[config.mk]
export PLATFORM = sky130hd
export DESIGN_NAME = iterative_alu
export DESIGN_NICKNAME = d
export VERILOG_FILES = /design/src/rtl/iterative_alu.sv
export SDC_FILE = /design/constraint.sdc
export NUM_CORES = 1
export LEC_CHECK = 0
export CORE_AREA = 5 5 142 144
export DETAILED_ROUTE_END_ITERATION = 10
export DIE_AREA = 0 0 147 149
export DONT_BUFFER_PORTS = 1
export HOLD_SLACK_MARGIN = 0.12
export PLACE_DENSITY = 0.65
export SLEW_MARGIN = 15
export SYNTH_ARGS = -nofsm -noshare
export SYNTH_HDL_FRONTEND = slang
export SYNTH_SLANG_ARGS = --single-unit
[constraint.sdc]
create_clock -name clk -period 3.4 [get_ports clk]
set_input_delay 0.17 -clock clk [delete_from_list [all_inputs] [get_ports clk]]
set_output_delay 0.17 -clock clk [all_outputs]
set_load 0.03 [all_outputs]
[src/rtl/iterative_alu.sv]
// iterative_alu: execute-stage ALU with valid/ready handshakes on both sides.
// Logic and arithmetic ops finish in one cycle. Shifts run bit-serially at one
// bit per cycle, so a shift by n finishes in 1+n cycles.
// Optional build macro BARREL_SHIFT_EN: shifts use a single-cycle barrel shifter
// instead, every op has latency 1, and the SHIFT state is never entered.
// Handshake: a transfer occurs on a rising edge where valid && ready. in_ready is
// high only in IDLE. out_valid is high only in DONE. While out_valid is high,
// result and flags hold steady until out_ready is seen.
module iterative_alu #(
  parameter int WIDTH   = 32,
  parameter int SHAMT_W = 5
) (
  input  logic             clk,
  input  logic             rst_n,
  input  logic             in_valid,
  output logic             in_ready,
  input  logic [3:0]       alu_sel,
  input  logic [WIDTH-1:0] op_a,
  input  logic [WIDTH-1:0] op_b,
  output logic             out_valid,
  input  logic             out_ready,
  output logic [WIDTH-1:0] result,
  output logic             zf,
  output logic             cf,
  output logic             vf,
  output logic             sf,
  output logic [1:0]       dbg_state
);

  // ALU selection codes, matching the ALU control decode
  localparam logic [3:0] ALU_ADD  = 4'b0000;
  localparam logic [3:0] ALU_SLL  = 4'b0001;
  localparam logic [3:0] ALU_SLT  = 4'b0010;
  localparam logic [3:0] ALU_SLTU = 4'b0011;
  localparam logic [3:0] ALU_XOR  = 4'b0100;
  localparam logic [3:0] ALU_SRL  = 4'b0101;
  localparam logic [3:0] ALU_OR   = 4'b0110;
  localparam logic [3:0] ALU_AND  = 4'b0111;
  localparam logic [3:0] ALU_SUB  = 4'b1000;
  localparam logic [3:0] ALU_SRA  = 4'b1101;
  localparam logic [3:0] ALU_PASS = 4'b1111;

  typedef enum logic [1:0] {
    S_IDLE  = 2'd0,
    S_SHIFT = 2'd1,
    S_DONE  = 2'd2
  } state_t;

  state_t             state_q, state_d;
  logic [WIDTH-1:0]   result_q, result_d;
  logic [SHAMT_W-1:0] cnt_q, cnt_d;
  logic [3:0]         sel_q, sel_d;
  logic               zf_q, zf_d, cf_q, cf_d, vf_q, vf_d, sf_q, sf_d;

  logic [SHAMT_W-1:0] shamt;
  logic [WIDTH:0]     add_full;
  logic [WIDTH:0]     sub_full;
  logic [WIDTH-1:0]   alu_res;
  logic               alu_cf;
  logic               alu_vf;
  logic               is_shift;
  logic [WIDTH-1:0]   step_res;

  assign shamt     = op_b[SHAMT_W-1:0];
  assign in_ready  = (state_q == S_IDLE);
  assign out_valid = (state_q == S_DONE);
  assign result    = result_q;
  assign zf        = zf_q;
  assign cf        = cf_q;
  assign vf        = vf_q;
  assign sf        = sf_q;
  assign dbg_state = state_q;

  // Single-cycle datapath on the incoming operands; used on the accept edge
  always_comb begin
    add_full = {1'b0, op_a} + {1'b0, op_b};
    sub_full = {1'b0, op_a} - {1'b0, op_b};
    alu_res  = op_b;
    alu_cf   = 1'b0;
    alu_vf   = 1'b0;
    is_shift = 1'b0;
    case (alu_sel)
      ALU_ADD: begin
        alu_res = add_full[WIDTH-1:0];
        alu_cf  = add_full[WIDTH];
        alu_vf  = (op_a[WIDTH-1] == op_b[WIDTH-1]) &&
                  (add_full[WIDTH-1] != op_a[WIDTH-1]);
      end
      ALU_SUB: begin
        alu_res = sub_full[WIDTH-1:0];
        // Carry means no borrow, i.e. a >= b unsigned
        alu_cf  = ~sub_full[WIDTH];
        alu_vf  = (op_a[WIDTH-1] != op_b[WIDTH-1]) &&
                  (sub_full[WIDTH-1] != op_a[WIDTH-1]);
      end
      ALU_AND:  alu_res = op_a & op_b;
      ALU_OR:   alu_res = op_a | op_b;
      ALU_XOR:  alu_res = op_a ^ op_b;
      ALU_SLT:  alu_res = {{(WIDTH-1){1'b0}}, ($signed(op_a) < $signed(op_b))};
      ALU_SLTU: alu_res = {{(WIDTH-1){1'b0}}, (op_a < op_b)};
`ifdef BARREL_SHIFT_EN
      ALU_SLL: alu_res = op_a << shamt;
      ALU_SRL: alu_res = op_a >> shamt;
      ALU_SRA: alu_res = $unsigned($signed(op_a) >>> shamt);
`else
      // Zero-distance shifts finish immediately with the operand unchanged;
      // non-zero distances go through the serial path
      ALU_SLL, ALU_SRL, ALU_SRA: begin
        alu_res  = op_a;
        is_shift = (shamt != '0);
      end
`endif
      ALU_PASS: alu_res = op_b;
      default:  alu_res = op_b;
    endcase
  end

  // One-bit shift step of the latched value for the serial shifter
  always_comb begin
    case (sel_q)
      ALU_SLL: step_res = {result_q[WIDTH-2:0], 1'b0};
      ALU_SRA: step_res = {result_q[WIDTH-1], result_q[WIDTH-1:1]};
      default: step_res = {1'b0, result_q[WIDTH-1:1]};
    endcase
  end

  // Next-state, datapath and flag update for the IDLE/SHIFT/DONE controller
  always_comb begin
    state_d  = state_q;
    result_d = result_q;
    cnt_d    = cnt_q;
    sel_d    = sel_q;
    zf_d     = zf_q;
    cf_d     = cf_q;
    vf_d     = vf_q;
    sf_d     = sf_q;
    case (state_q)
      S_IDLE: begin
        if (in_valid) begin
          sel_d = alu_sel;
          if (is_shift) begin
            result_d = op_a;
            cnt_d    = shamt;
            state_d  = S_SHIFT;
          end else begin
            result_d = alu_res;
            zf_d     = (alu_res == '0);
            sf_d     = alu_res[WIDTH-1];
            cf_d     = alu_cf;
            vf_d     = alu_vf;
            state_d  = S_DONE;
          end
        end
      end
      S_SHIFT: begin
        result_d = step_res;
        cnt_d    = cnt_q - SHAMT_W'(1);
        if (cnt_q == SHAMT_W'(1)) begin
          zf_d    = (step_res == '0);
          sf_d    = step_res[WIDTH-1];
          cf_d    = 1'b0;
          vf_d    = 1'b0;
          state_d = S_DONE;
        end
      end
      S_DONE: begin
        if (out_ready) state_d = S_IDLE;
      end
      default: state_d = S_IDLE;
    endcase
  end

  // State and datapath registers; reset aborts any shift in progress
  always_ff @(posedge clk or negedge rst_n) begin
    if (!rst_n) begin
      state_q  <= S_IDLE;
      result_q <= '0;
      cnt_q    <= '0;
      sel_q    <= '0;
      zf_q     <= 1'b0;
      cf_q     <= 1'b0;
      vf_q     <= 1'b0;
      sf_q     <= 1'b0;
    end else begin
      state_q  <= state_d;
      result_q <= result_d;
      cnt_q    <= cnt_d;
      sel_q    <= sel_d;
      zf_q     <= zf_d;
      cf_q     <= cf_d;
      vf_q     <= vf_d;
      sf_q     <= sf_d;
    end
  end

endmodule
==> metrics <==
status=complete, no violations; top cell type's share of synthesized area=15.76%; Routed Antenna Nets=0; final hold violation count=0; HPWL after DPL=28.36 mm; # IOs=112; GRT Total Usage=31.97%; Post-Synthesis Net Count=1,494; Layout Area Growth over Synthesis=15.32%; hold crit path type=input port to register; first-pass GRT wire length=56.24 mm; crit-path cells=inv_1, ha_1, fa_1, nor2_1, o311ai_4, a211oi_1, buf_4, o211ai_2, a31oi_2, a211o_1, and2_1, o21ai_0, a21boi_0, nand2_1, nor4b_2, a31o_1; minimum clock period=3227 ps; Final TNS setup=0 ps; clk slew on worst S/H paths=approximately 60 ps; Post-synth EDFFs=0; port bufs=0; Clock Skew=7.663 ps; GRT Residual Overflow=0; WP buf/inv=2; DRC=0; dpl ws=-152.7 ps; RSZ-0062 raised after global routing=false; CP top delay family=compound AO/OA/AOI/OAI gates; DIE HEIGHT=roughly 150 um; core footprint=0.01858 mm^2; number of setup buffers added after CTS=0; largest fanout on the critical path=5; Synth area leader=ha_1; Avg Inst Size Synth=6.995 um^2; ratio of final minimum period to clock period=roughly 95%; Worst Path Required=3630 ps; register area=0.001176 mm^2; Ant. Diodes=0; count leader, synth=a21oi_1; H-tree lvl count=2; row cnt=50; Setup crit start kind=input port; Crit path arrival time=between 3000 and 4000 ps; clk sink count=47; die area=between 0.02 and 0.025 mm^2; Cells after Synth=between 1,000 and 1,500; CTS max path bufs=2; Worst Tran Pin Value=a little under 1000 ps; asr flop ratio synth=100.0%; CTS tree=built; worst setup margin=172.7 ps; synth warn=0; largest cells by area after synthesis=ha_1, dfrtp_1, a21oi_1; ys flop type=dfrtp_1; Skew-Pair Late Insertion Delay=around 300 ps; leakage=roughly 4.6 nW; initial DRC count=1,161; Post-layout nets=1,576; max incr delay on CP=410 ps; initial antenna violation count=1; vias=10,660; Placer Congestion=1.051; fraction of layout cells with a size suffix above 1=15.27%; slowest stage cell, crit path=fa_1; Fmax=309.9 MHz; Pins Over Slew Limit=0; routed wire length=36.55 mm; Root Driver=clkbuf_16; vias in the first global route=9,892; Synth Register Bits=47; Setup CP Type=input port to register; Slew HR=approximately 34%; Die X=147 um; Commonest cells post-synth=a21oi_1, nand2_1, ha_1, nor2_1, inv_1; largest vdd supply drop=0.2410 mV; Fillers=about 1,800; post-synth cell types=100; pwr/cell area=411.7 mW/mm^2; DR WL/cell=22.54 um; Initial Util=49.13%; max-cap violations=0; multi-input logic area=roughly 0.0072 mm^2; register area share after synthesis=about an eighth; Final setup violation count=0; Pre-antenna DRT Iters=8; vias per cell=6.569; CTS Buf Count=5; Post-Syn Area=0.009129 mm^2; crit path capture type=register; largest net degree at the start of global routing=between 50 and 60
-- worst paths after layout --
check	startpoint	end	slack (ps)	cells past startpoint
setup / recovery	op_a[0]	zf	170	16
hold / removal	op_b[2]	cnt_q[2]	140	2
setup reg to reg	dbg_state[0]	zf	750	10
hold reg to reg	sel_q[0]	sel_q[0]	490	2
max in group asynchronous	rst_n	cnt_q[0]	2780	2
min in group asynchronous	rst_n	result[14]	410	2
-- sequential cells by signal, summed over array words and instances (netlist names) --
signal     flops
result        32
sel_q          4
sf             1
cnt_q          5
zf             1
cf             1
dbg_state      2
vf             1
-- where the power goes --
group	leakage (nW)	internal [mW]	switching, mW	total [mW]
combinational	3.96	0.910	1.33	2.24
clock	0.0731	0.294	0.217	0.511
sequential	0.583	0.803	0.776	1.58
total	4.62	2.01	2.33	4.33
-- metrics by stage --
stage          area, um^2  power, mW  instances  hold slack [ps]  util [%]
2_1_floorplan        9129      2.973       1305           -125.6         -
3_3_place_gp        10200      3.719       1605           -124.5     54.92
3_5_place_dp        10200      3.745       1605           -124.4     54.92
4_1_cts             10470      4.287       1622            144.0     56.34
5_1_grt             10530      4.644       1622            163.9     56.66
6_report            10530      4.334       1622            139.4     56.66
-- cell usage in the layout, fill, tap and decap left out, types with 6 or more instances in the layout --
cell | synthesis | final
inv_1 | 98 | 98
or3_1 | 10 | 10
buf_4 | 4 | 155
dlygate4sd3_1 | 0 | 8
a32oi_1 | 6 | 6
nor4_1 | 22 | 18
a21o_1 | 10 | 10
o21ai_1 | 9 | 11
o31ai_1 | 14 | 13
nor3_1 | 23 | 20
nand2_1 | 146 | 146
nor2b_1 | 18 | 18
a31oi_1 | 14 | 13
mux2i_1 | 8 | 8
o21a_1 | 11 | 11
o221ai_1 | 13 | 13
o2111ai_1 | 8 | 8
nand2b_1 | 12 | 12
a221oi_1 | 8 | 8
o22ai_1 | 15 | 15
a21oi_1 | 164 | 164
a221o_1 | 10 | 10
xnor2_1 | 16 | 16
o32ai_1 | 7 | 6
o211ai_1 | 16 | 16
a22oi_1 | 10 | 10
o31a_1 | 7 | 7
and2_1 | 7 | 7
o21ai_0 | 85 | 83
dfrtp_1 | 47 | 47
ha_1 | 115 | 115
and3_1 | 8 | 8
nand4_1 | 15 | 15
a211oi_1 | 21 | 21
nor2_1 | 99 | 99
nand3_1 | 30 | 30
-- cell type report --
class                           instances  share of cell area (%)
Timing Repair Buffer                  166                   12.46
Tap cell                              234                   2.781
Inverter                              102                   3.637
Clock inverter                          2                  0.1545
Sequential cell                        47                   11.17
Multi-Input combinational cell       1065                   68.48
Clock buffer                            6                   1.319
-- per-layer routing --
metal | global-route usage [%] | vias to the layer above | wire length, um
li1 | - | 4963 | -
met1 | 43.86 | 4966 | 15220
met2 | 49.02 | 624 | 15610
met3 | 7.627 | 102 | 4297
met4 | 11.56 | 0 | 1419
met5 | 0 | - | 0
-- timing repair --
item | 4_1_cts | 5_1_grt
resized for setup | 0 | 12
hold endpoints to repair | 55 | 0
setup endpoints to repair | 0 | 1
hold buffers | 9 | 0
-- cell families after synthesis --
logic type	Yosys count	share of synthesized area (%)
compound gates	497	36.54
xor+xnor	17	1.631
fa+ha+maj	117	16.20
buf+inv	193	8.977
flops	47	12.88
mux	8	0.8772
simple gates	426	22.89
(Power assumes the default switching activity.)
